==> config.mk <==
export PLATFORM = sky130hd
export DESIGN_NAME = router_merge_nway_sync
export DESIGN_NICKNAME = d
export VERILOG_FILES = /design/src/rtl/router_merge_pkg.sv /design/src/rtl/sync_fifo.sv /design/src/rtl/router_merge_nway_sync.sv
export SDC_FILE = /design/constraint.sdc
export NUM_CORES = 1
export LEC_CHECK = 0
export CORE_MARGIN = 8
export CORE_UTILIZATION = 49
export DETAILED_ROUTE_END_ITERATION = 7
export GPL_ROUTABILITY_DRIVEN = 0
export GPL_TIMING_DRIVEN = 0
export MAX_ROUTING_LAYER = met4
export PLACE_DENSITY = 0.83
export SYNTH_ARGS = -nofsm -noshare
export SYNTH_HDL_FRONTEND = slang
export SYNTH_HIERARCHICAL = 1
export SYNTH_SLANG_ARGS = --single-unit
==> constraint.sdc <==
create_clock -name clk -period 7.7 [get_ports clk]
set_input_delay 1.925 -clock clk [delete_from_list [all_inputs] [get_ports clk]]
set_output_delay 1.925 -clock clk [all_outputs]
set_load 0.01 [all_outputs]
==> src/rtl/router_merge_pkg.sv <==
// Shared types and helpers for the N-way NoC output merge.
package router_merge_pkg;
  typedef enum logic [0:0] {IDLE, WAIT_IN} merge_state_t;

  localparam int MODE_CTRL = 0;
  localparam int MODE_RR   = 1;
  localparam int MAX_IN    = 16;

  // Returns {found, index}: first valid channel at or after ptr, wrapping mod n.
  function automatic logic [4:0] rr_pick(input logic [MAX_IN-1:0] valid,
                                         input logic [3:0] ptr, input int n);
    logic [4:0] r;
    int idx;
    r = '0;
    for (int k = MAX_IN - 1; k >= 0; k--) begin
      if (k < n) begin
        idx = (int'(ptr) + k) % n;
        if (valid[idx]) r = {1'b1, 4'(idx)};
      end
    end
    return r;
  endfunction
endpackage

==> src/rtl/sync_fifo.sv <==
// Synchronous FIFO; push/pop are self-gated by full/empty, head reads as zero when empty.
module sync_fifo #(
  parameter int DATA_W = 11,
  parameter int DEPTH  = 4
) (
  input  logic                     clk,
  input  logic                     reset,
  input  logic                     push,
  input  logic                     pop,
  input  logic [DATA_W-1:0]        wdata,
  output logic [DATA_W-1:0]        rdata,
  output logic                     full,
  output logic                     empty,
  output logic [$clog2(DEPTH):0]   count
);
  localparam int AW = $clog2(DEPTH);

  logic [DATA_W-1:0] mem [DEPTH];
  logic [AW-1:0]     wr_ptr, rd_ptr;
  logic              do_push, do_pop;

  assign full    = (count == (AW+1)'(DEPTH));
  assign empty   = (count == '0);
  assign do_push = push && !full;
  assign do_pop  = pop && !empty;
  assign rdata   = empty ? '0 : mem[rd_ptr];

  always_ff @(posedge clk) begin
    if (reset) begin
      wr_ptr <= '0;
      rd_ptr <= '0;
      count  <= '0;
    end else begin
      if (do_push) wr_ptr <= wr_ptr + 1'b1;
      if (do_pop)  rd_ptr <= rd_ptr + 1'b1;
      case ({do_push, do_pop})
        2'b10:   count <= count + 1'b1;
        2'b01:   count <= count - 1'b1;
        default: count <= count;
      endcase
    end
  end

  always_ff @(posedge clk) begin
    if (do_push) mem[wr_ptr] <= wdata;
  end
endmodule

==> src/rtl/router_merge_nway_sync.sv <==
// N-input merge into an output FIFO, steered by control tokens (CTRL) or round-robin (RR).
module router_merge_nway_sync
  import router_merge_pkg::*;
#(
  parameter int NUM_IN  = 5,
  parameter int DATA_W  = 11,
  parameter int SEL_W   = 3,
  parameter int DEPTH   = 4,
  parameter int RR_MODE = 0
) (
  input  logic                     clk,
  input  logic                     reset,
  input  logic [NUM_IN*DATA_W-1:0] in_data,
  input  logic [NUM_IN-1:0]        in_valid,
  output logic [NUM_IN-1:0]        in_ready,
  input  logic [SEL_W-1:0]         ctrl_sel,
  input  logic                     ctrl_valid,
  output logic                     ctrl_ready,
  output logic [DATA_W-1:0]        out_data,
  output logic                     out_valid,
  input  logic                     out_ready,
  output logic                     sel_err,
  output logic [$clog2(DEPTH):0]   fifo_count
);
  localparam int IDX_W = $clog2(NUM_IN);

  logic              push, full, empty;
  logic [DATA_W-1:0] push_data;
  logic [IDX_W-1:0]  src;

  assign out_valid = !empty;

  always_comb begin
    push_data = '0;
    for (int i = 0; i < NUM_IN; i++)
      if (src == IDX_W'(i)) push_data = in_data[i*DATA_W +: DATA_W];
  end

  if (RR_MODE == MODE_RR) begin : g_rr
    logic [IDX_W-1:0] rr_ptr;
    logic [4:0]       pick;
    logic             unused_ok;

    assign pick       = rr_pick(MAX_IN'(in_valid), 4'(rr_ptr), NUM_IN);
    assign src        = IDX_W'(pick[3:0]);
    assign push       = pick[4] && !full;
    assign ctrl_ready = 1'b0;
    assign sel_err    = 1'b0;
    assign unused_ok  = ^{ctrl_sel, ctrl_valid, pick[3:0]};

    always_comb begin
      in_ready = '0;
      for (int i = 0; i < NUM_IN; i++) in_ready[i] = push && (src == IDX_W'(i));
    end

    always_ff @(posedge clk) begin
      if (reset)     rr_ptr <= '0;
      else if (push) rr_ptr <= (src == IDX_W'(NUM_IN - 1)) ? '0 : src + 1'b1;
    end
  end else begin : g_ctrl
    merge_state_t     state;
    logic [SEL_W-1:0] sel_q;
    logic             ctrl_rdy_q, sel_err_q;

    assign src        = IDX_W'(sel_q);
    assign ctrl_ready = ctrl_rdy_q;
    assign sel_err    = sel_err_q;

    // Ready to the selected input only; never looks at in_valid.
    always_comb begin
      in_ready = '0;
      for (int i = 0; i < NUM_IN; i++)
        in_ready[i] = (state == WAIT_IN) && !full && (src == IDX_W'(i));
    end
    assign push = |(in_ready & in_valid);

    always_ff @(posedge clk) begin
      if (reset) begin
        state      <= IDLE;
        sel_q      <= '0;
        ctrl_rdy_q <= 1'b0;
        sel_err_q  <= 1'b0;
      end else begin
        sel_err_q <= 1'b0;
        case (state)
          IDLE: begin
            ctrl_rdy_q <= 1'b1;
            if (ctrl_rdy_q && ctrl_valid) begin
              if ({1'b0, ctrl_sel} < (SEL_W+1)'(NUM_IN)) begin
                sel_q      <= ctrl_sel;
                state      <= WAIT_IN;
                ctrl_rdy_q <= 1'b0;
              end else begin
                sel_err_q <= 1'b1;
              end
            end
          end
          WAIT_IN: begin
            if (push) begin
              state      <= IDLE;
              ctrl_rdy_q <= 1'b1;
            end
          end
          default: state <= IDLE;
        endcase
      end
    end
  end

  sync_fifo #(.DATA_W(DATA_W), .DEPTH(DEPTH)) u_fifo (
    .clk   (clk),
    .reset (reset),
    .push  (push),
    .pop   (out_ready),
    .wdata (push_data),
    .rdata (out_data),
    .full  (full),
    .empty (empty),
    .count (fifo_count)
  );
endmodule

Word level (Yosys, flattened, before mapping)

Memories as Yosys holds them, arrays and structs flattened. A register that Yosys moved wholly into a read port is not among the register bits.
Cells that the tools add are included.

RAM bits: 44
Output and inout bits: 22
Register bits: 13
Word-level logic and storage cells: 60
Memories: 1
Input port bits: 67

Bitwise logic cells: 3
Multiplexer cells: 19
Reduce and logical (&&, ||, !) cells: 17
Add/subtract/negate cells: 4
Order comparisons: 1
Equal/unequal tests: 8

Memories:

| memory     | words | bits a word | rd ports | clocked after memory_dff | wr ports | RTL line        | text |
|---|---|---|---|---|---|---|---|
| u_fifo.mem | 4     | 11          | 1        | 1                        | 1        | sync_fifo.sv:18 | `logic [DATA_W-1:0] mem [DEPTH];` |

Operators with widths:

| kind                  | count |
|---|---|
| $mux W11              | 6 |
| $logic_and A1 B1 Y1   | 9 |
| $mux W1               | 8 |
| $eq A3 B2 Y1 const B  | 2 |
| $eq A3 B3 Y1 const B  | 2 |
| $logic_not A3 Y1      | 2 |
| $pmux W3 S2           | 1 |
| $and A5 B5 Y5         | 1 |
| $reduce_or A5 Y1      | 1 |
| $add A2 B1 Y2 const B | 2 |
| $mux W2               | 2 |
| $pmux W1 S2           | 2 |
| $add A3 B1 Y3 const B | 1 |
| $eq A3 B1 Y1 const B  | 1 |
| $lt A3 B3 Y1 const B  | 1 |
| $reduce_and A3 Y1     | 1 |
| $reduce_or A3 Y1      | 1 |
| $sub A3 B1 Y3 const B | 1 |
| $eq A2 B1 Y1 const B  | 1 |
| $eq A2 B2 Y1 const B  | 1 |
| $logic_not A1 Y1      | 2 |
| $ne A2 B1 Y1 const B  | 1 |
| $not A1 Y1            | 2 |
| $reduce_bool A2 Y1    | 1 |

Depth between registers and ports, before layout

Word-level depth: 9
Mapped depth: 13
Mapped depth without buffers: 13

By module

Netlist, hierarchy kept.

Modules (own cells, without submodules):

| module                 | cells each | area an instance (um2) | instances | seq. area each (um2) |
|---|---|---|---|---|
| sync_fifo              | 123        | 2220.9                 | 1         | 1501.4 |
| router_merge_nway_sync | 69         | 757.0                  | 1         | 120.1 |

Worst setup path before layout

No wires, ideal clock.

Kind: input-to-reg
Start: input port in_valid[3]
End: register u_fifo.count[2]
Required time: 7.630 ns
Stages: 11
Data arrival time: 3.695 ns
Library setup time: 0.070 ns
Path buffers: 0
Setup slack: 3.935 ns
Cell sequence: mux2_2 > a22o_1 > inv_1 > nor2_2 > inv_1 > ha_1 > inv_1 > fa_1 > xor2_1 > or3_1 > a21oi_1

Cells in the longest elaborated chain, start to end: 5
Elaborated cells between the ends (all ways): 7
Classes of those cells: 2 x eq/ne; 1 x mux; 1 x bitwise; 3 x reduce/logical

Ends and longest elaborated chain:

| element                                           | RTL line                     | text |
|---|---|---|
| from (decl)                                       | router_merge_nway_sync.sv:14 | `input logic [NUM_IN-1:0] in_valid,` |
| $and A5 B5 Y5 *                                   | router_merge_nway_sync.sv:75 | `assign push = \|(in_ready & in_valid);` |
| $reduce_or A5 Y1 *                                | router_merge_nway_sync.sv:75 |  |
| via push                                          | router_merge_nway_sync.sv:27 | `logic push, full, empty;` |
| $logic_and A1 B1 Y1 *                             | sync_fifo.sv:24              | `assign do_push = push && !full;` |
| $eq A2 B1 Y1 or $eq A2 B2 Y1 (tied branches)      | sync_fifo.sv:36              | `case ({do_push, do_pop})` |
| $pmux W3 S2 or $reduce_bool A2 Y1 (tied branches) | n/a                          |  |
| to (signal assigned)                              | sync_fifo.sv:37              | `2'b10: count <= count + 1'b1;` |
| to (signal assigned)                              | sync_fifo.sv:38              | `2'b01: count <= count - 1'b1;` |
| to (signal assigned)                              | sync_fifo.sv:39              | `default: count <= count;` |
| to (decl)                                         | sync_fifo.sv:14              | `output logic [$clog2(DEPTH):0] count` |

The timed path passes the listed nets; every way through them passes the cells marked *.
A chain may end at the register's enable or synchronous reset.

Final worst setup path

Start: register u_fifo.count[0]
End: output port in_ready[3]

Cells in the longest elaborated chain, start to end: 4

Ends and longest elaborated chain:

| element                          | RTL line                     | text |
|---|---|---|
| $eq A3 B3 Y1                     | sync_fifo.sv:22              | `assign full = (count == (AW+1)'(DEPTH));` |
| via full                         | router_merge_nway_sync.sv:27 |  |
| $logic_not A1 Y1                 | router_merge_nway_sync.sv:73 | `in_ready[i] = (state == WAIT_IN) && !full && (src == IDX_W'(i));` |
| $logic_and A1 B1 Y1 (2 in a row) | router_merge_nway_sync.sv:73 |  |
| to (decl)                        | router_merge_nway_sync.sv:15 | `output logic [NUM_IN-1:0] in_ready,` |

The timed path passes the listed nets, and every way through them passes these cells.

==> out/summary.txt <==
CTS tree - built
Fraction of the yosys area taken by sequential cells - 0.545
Initial core utilization - 0.506
EDFF count, synth - 44
Amount of wire on met2 after detailed routing - 3790 um
Fillers - 411
Vertical die dimension - 94.0 um
Yosys reg bits - 59
Type of origin of the critical path - register
Clock input transition at the sequential cells of the worst setup and hold paths - 0.06 ns
Minimum setup slack after placement - 3.39 ns
Area growth from synthesis to layout - 38.9%
Residual DRC count - 0
Design Area, Final - 4140 um2
HPWL after detailed placement - 5420 um
Top Layer Used - met4
Largest fanout on the critical path - 6
Cell types occupying the most area after synthesis - sky130_fd_sc_hd__edfxtp_1 44%, sky130_fd_sc_hd__dfxtp_1 10%, sky130_fd_sc_hd__mux4_2 9.8%
Leftover overflow at the end of global routing - 0
Total power - 0.849 mW
Max Slew Vio Count - 0
Full die area - 8830 um2
Antenna fix cells - 0
Boundary Pins - 89
Worst endpoint data arrival time - 2.38 ns
Beginning of the worst register-to-register path - u_fifo/count[0]
Unrepaired setup endpoints after global routing - false
Post-synthesis async set-or-reset flop share - 0
Worst slew pin tran - 0.603 ns
Distinct cell type count of the synthesized netlist - 38
Global-route wire length before repair - 11,000 um
DR WL/cell - 19.1 um
Fin. Hold Viols - 0
Global-route usage over all layers - 0.172
Root buffer selected by CTS - sky130_fd_sc_hd__clkbuf_8
Clock Skew - 0.00699 ns
Standard cell core area - 5890 um2
Setup violation total in the final timing report - 0
Iteration count of the initial detailed-routing pass - 4
Remaining max-slew budget at the tightest pin - 0.598
Site Rows - 28
Synthesized area divided by synthesized cell count - 15.5 um2
Total area of multi-input combinational cells - 1240 um2
Htree depth - 3
Netlist area before placement - 2980 um2
DR vias/cell - 5.40
Cell type with the highest aggregate area in the netlist - sky130_fd_sc_hd__edfxtp_1
Worst Setup End Kind - primary output
Iteration-0 DRC Markers - 138
Fraction of final layout cells with drive strength greater than 1 - 0.169
M1 WL - 2890 um
Critical path buffers and inverters - 1
Cell at the slowest stage of the critical path - sky130_fd_sc_hd__clkdlybuf4s50_1
PD cells - 205 nW/um2
Horizontal die dimension - 94.0 um
Antenna-violating nets left - 0
Final critical-path required period - 4.31 ns
Top flip-flop cell by instance count after synthesis - sky130_fd_sc_hd__edfxtp_1
Via total after detailed routing - 2,005
Achievable Freq - 232 MHz
Later-pin clock latency in the skew report - 0.33 ns
Most common cell after layout, fill and taps aside - sky130_fd_sc_hd__clkdlybuf4s50_1
Post-cts gate resize count - 0
Routed met3 length - 347 um
Clock sink count - 59
Count of nets after finishing - 364
Number of antenna violations at the first check in global routing - 0
Class of the tightest hold or removal check - reg -> reg
Peak supply drop - 100 uV
Number of warning messages in the yosys log - 6
Most used cells in the layout excluding fill and tap cells - 88 x sky130_fd_sc_hd__clkdlybuf4s50_1, 44 x sky130_fd_sc_hd__edfxtp_1, 15 x sky130_fd_sc_hd__dfxtp_1
Maximum number of pins on one net before global-route repair - 12
Family with the most delay on the worst path - simple AND/OR/NAND/NOR gates
Post-synthesis cell count - 192
Share of Yosys cell area claimed by the top area cell type - 0.444
Instance area after placement - 3950 um2
Startpoint of the worst setup timing path - u_fifo/count[0]
Leakage component of the power - 1.45 nW
Fraction of the cycle the final worst path needs - 0.559
Status - complete, no violations
# port buffers - 88
Number of maximum-capacitance violations - 0
Area used by sequential logic in the layout - 1620 um2
Post-CTS Setup Repair Bufs - 0
Via count of the first global-routing pass - 2,108
Drt total wl - 7100 um
Post-synthesis net count - 265
Worst min-delay path startpoint - u_fifo/rd_ptr[1]
Delay of the slowest cell on the worst path - 0.54 ns
Number of buffers created by CTS - 9
Cell Chain, Critical Path - nor3b_2 > nand2b_1 > nor3b_1 > and2_1 > clkdlybuf4s50_1
Crit path required time - 5.78 ns
Largest buffer count on any clock path - 2
Hold buffer count at CTS - 0
Sum of negative setup slack - 0 ns
Final worst-path setup slack - 3.39 ns
Startpoint-to-endpoint class of the critical path - reg -> out
-- report_power, final --
| part | total [mW] | internal [mW] | switching [mW] |
|---|---|---|---|
| Sequential | 0.368 | 0.358 | 0.0101 |
| Clock | 0.261 | 0.147 | 0.114 |
| Combinational | 0.220 | 0.126 | 0.0933 |
| Total | 0.849 | 0.632 | 0.218 |
-- cell usage after synthesis, drive strengths merged, types with 3 or more instances --
| master | instances |
|---|---|
| o21ai | 8 |
| a22o | 12 |
| or3 | 3 |
| dfxtp | 15 |
| a21oi | 7 |
| nor3 | 3 |
| nand2b | 5 |
| and2 | 7 |
| xor2 | 3 |
| nor2b | 12 |
| nor2 | 7 |
| buf | 9 |
| mux4 | 22 |
| ha | 5 |
| inv | 12 |
| edfxtp | 44 |
-- cell type report --
| type | instances | area share |
|---|---|---|
| Buffer | 10 | 0.0175 |
| Clock buffer | 10 | 0.0308 |
| Clock inverter | 6 | 0.0139 |
| Inverter | 12 | 0.0109 |
| Multi-Input combinational cell | 111 | 0.299 |
| Sequential cell | 59 | 0.392 |
| Tap cell | 75 | 0.0227 |
| Timing Repair Buffer | 88 | 0.213 |
-- worst register-to-register path, delay by kind of cell, from the launching register on --
family / cells / cell delay (ns)
AOI/OAI and AO/OA: 2 / 0.33
xor gates and xnor gates: 1 / 0.08
DFF: 1 / 0.50
buffers and inverters: 3 / 0.21
adders and majority gates: 2 / 0.40
and+or+nand+nor: 5 / 1.33
-- layer usage --
metal  global-route usage  vias up
li1                     -      952
met1                0.188      959
met2                0.296       88
met3               0.0416        6
met4               0.0687        0
met5                    -        -
-- cells by family after synthesis --
family | share of synthesized area
compound gates | 0.0765
xor+xnor | 0.00883
flops | 0.545
buf+inv | 0.0395
mux | 0.188
fa+ha+maj | 0.0277
simple gates | 0.115
-- state kept, by name, summed over array words and instances (netlist names), named ones only --
| name | flops |
|---|---|
| g_ctrl.sel_q | 3 |
| u_fifo/rd_ptr | 2 |
| u_fifo/count | 3 |
| u_fifo/wr_ptr | 2 |
| sel_err | 1 |
| ctrl_ready | 1 |
| g_ctrl.state | 1 |
| u_fifo/mem | 44 |
-- through the flow --
step           hold slack (ns)   util  cells
5_1_grt                  0.529  0.703    371
2_1_floorplan            0.459      -    192
3_3_place_gp             0.470  0.672    355
4_1_cts                  0.496  0.703    371
6_report                 0.501  0.703    371
3_5_place_dp             0.487  0.672    355
-- path summary, 6_finish.rpt --
kind / slack, ns / cells past startpoint / endpoint
min reg2reg: 0.50 / 2 / u_fifo/rd_ptr[1]
max: 3.39 / 5 / in_ready[3]
min: 0.50 / 2 / u_fifo/rd_ptr[1]
max reg2reg: 4.78 / 13 / u_fifo/count[2]
Note: power is estimated with default switching activity, not from simulation.
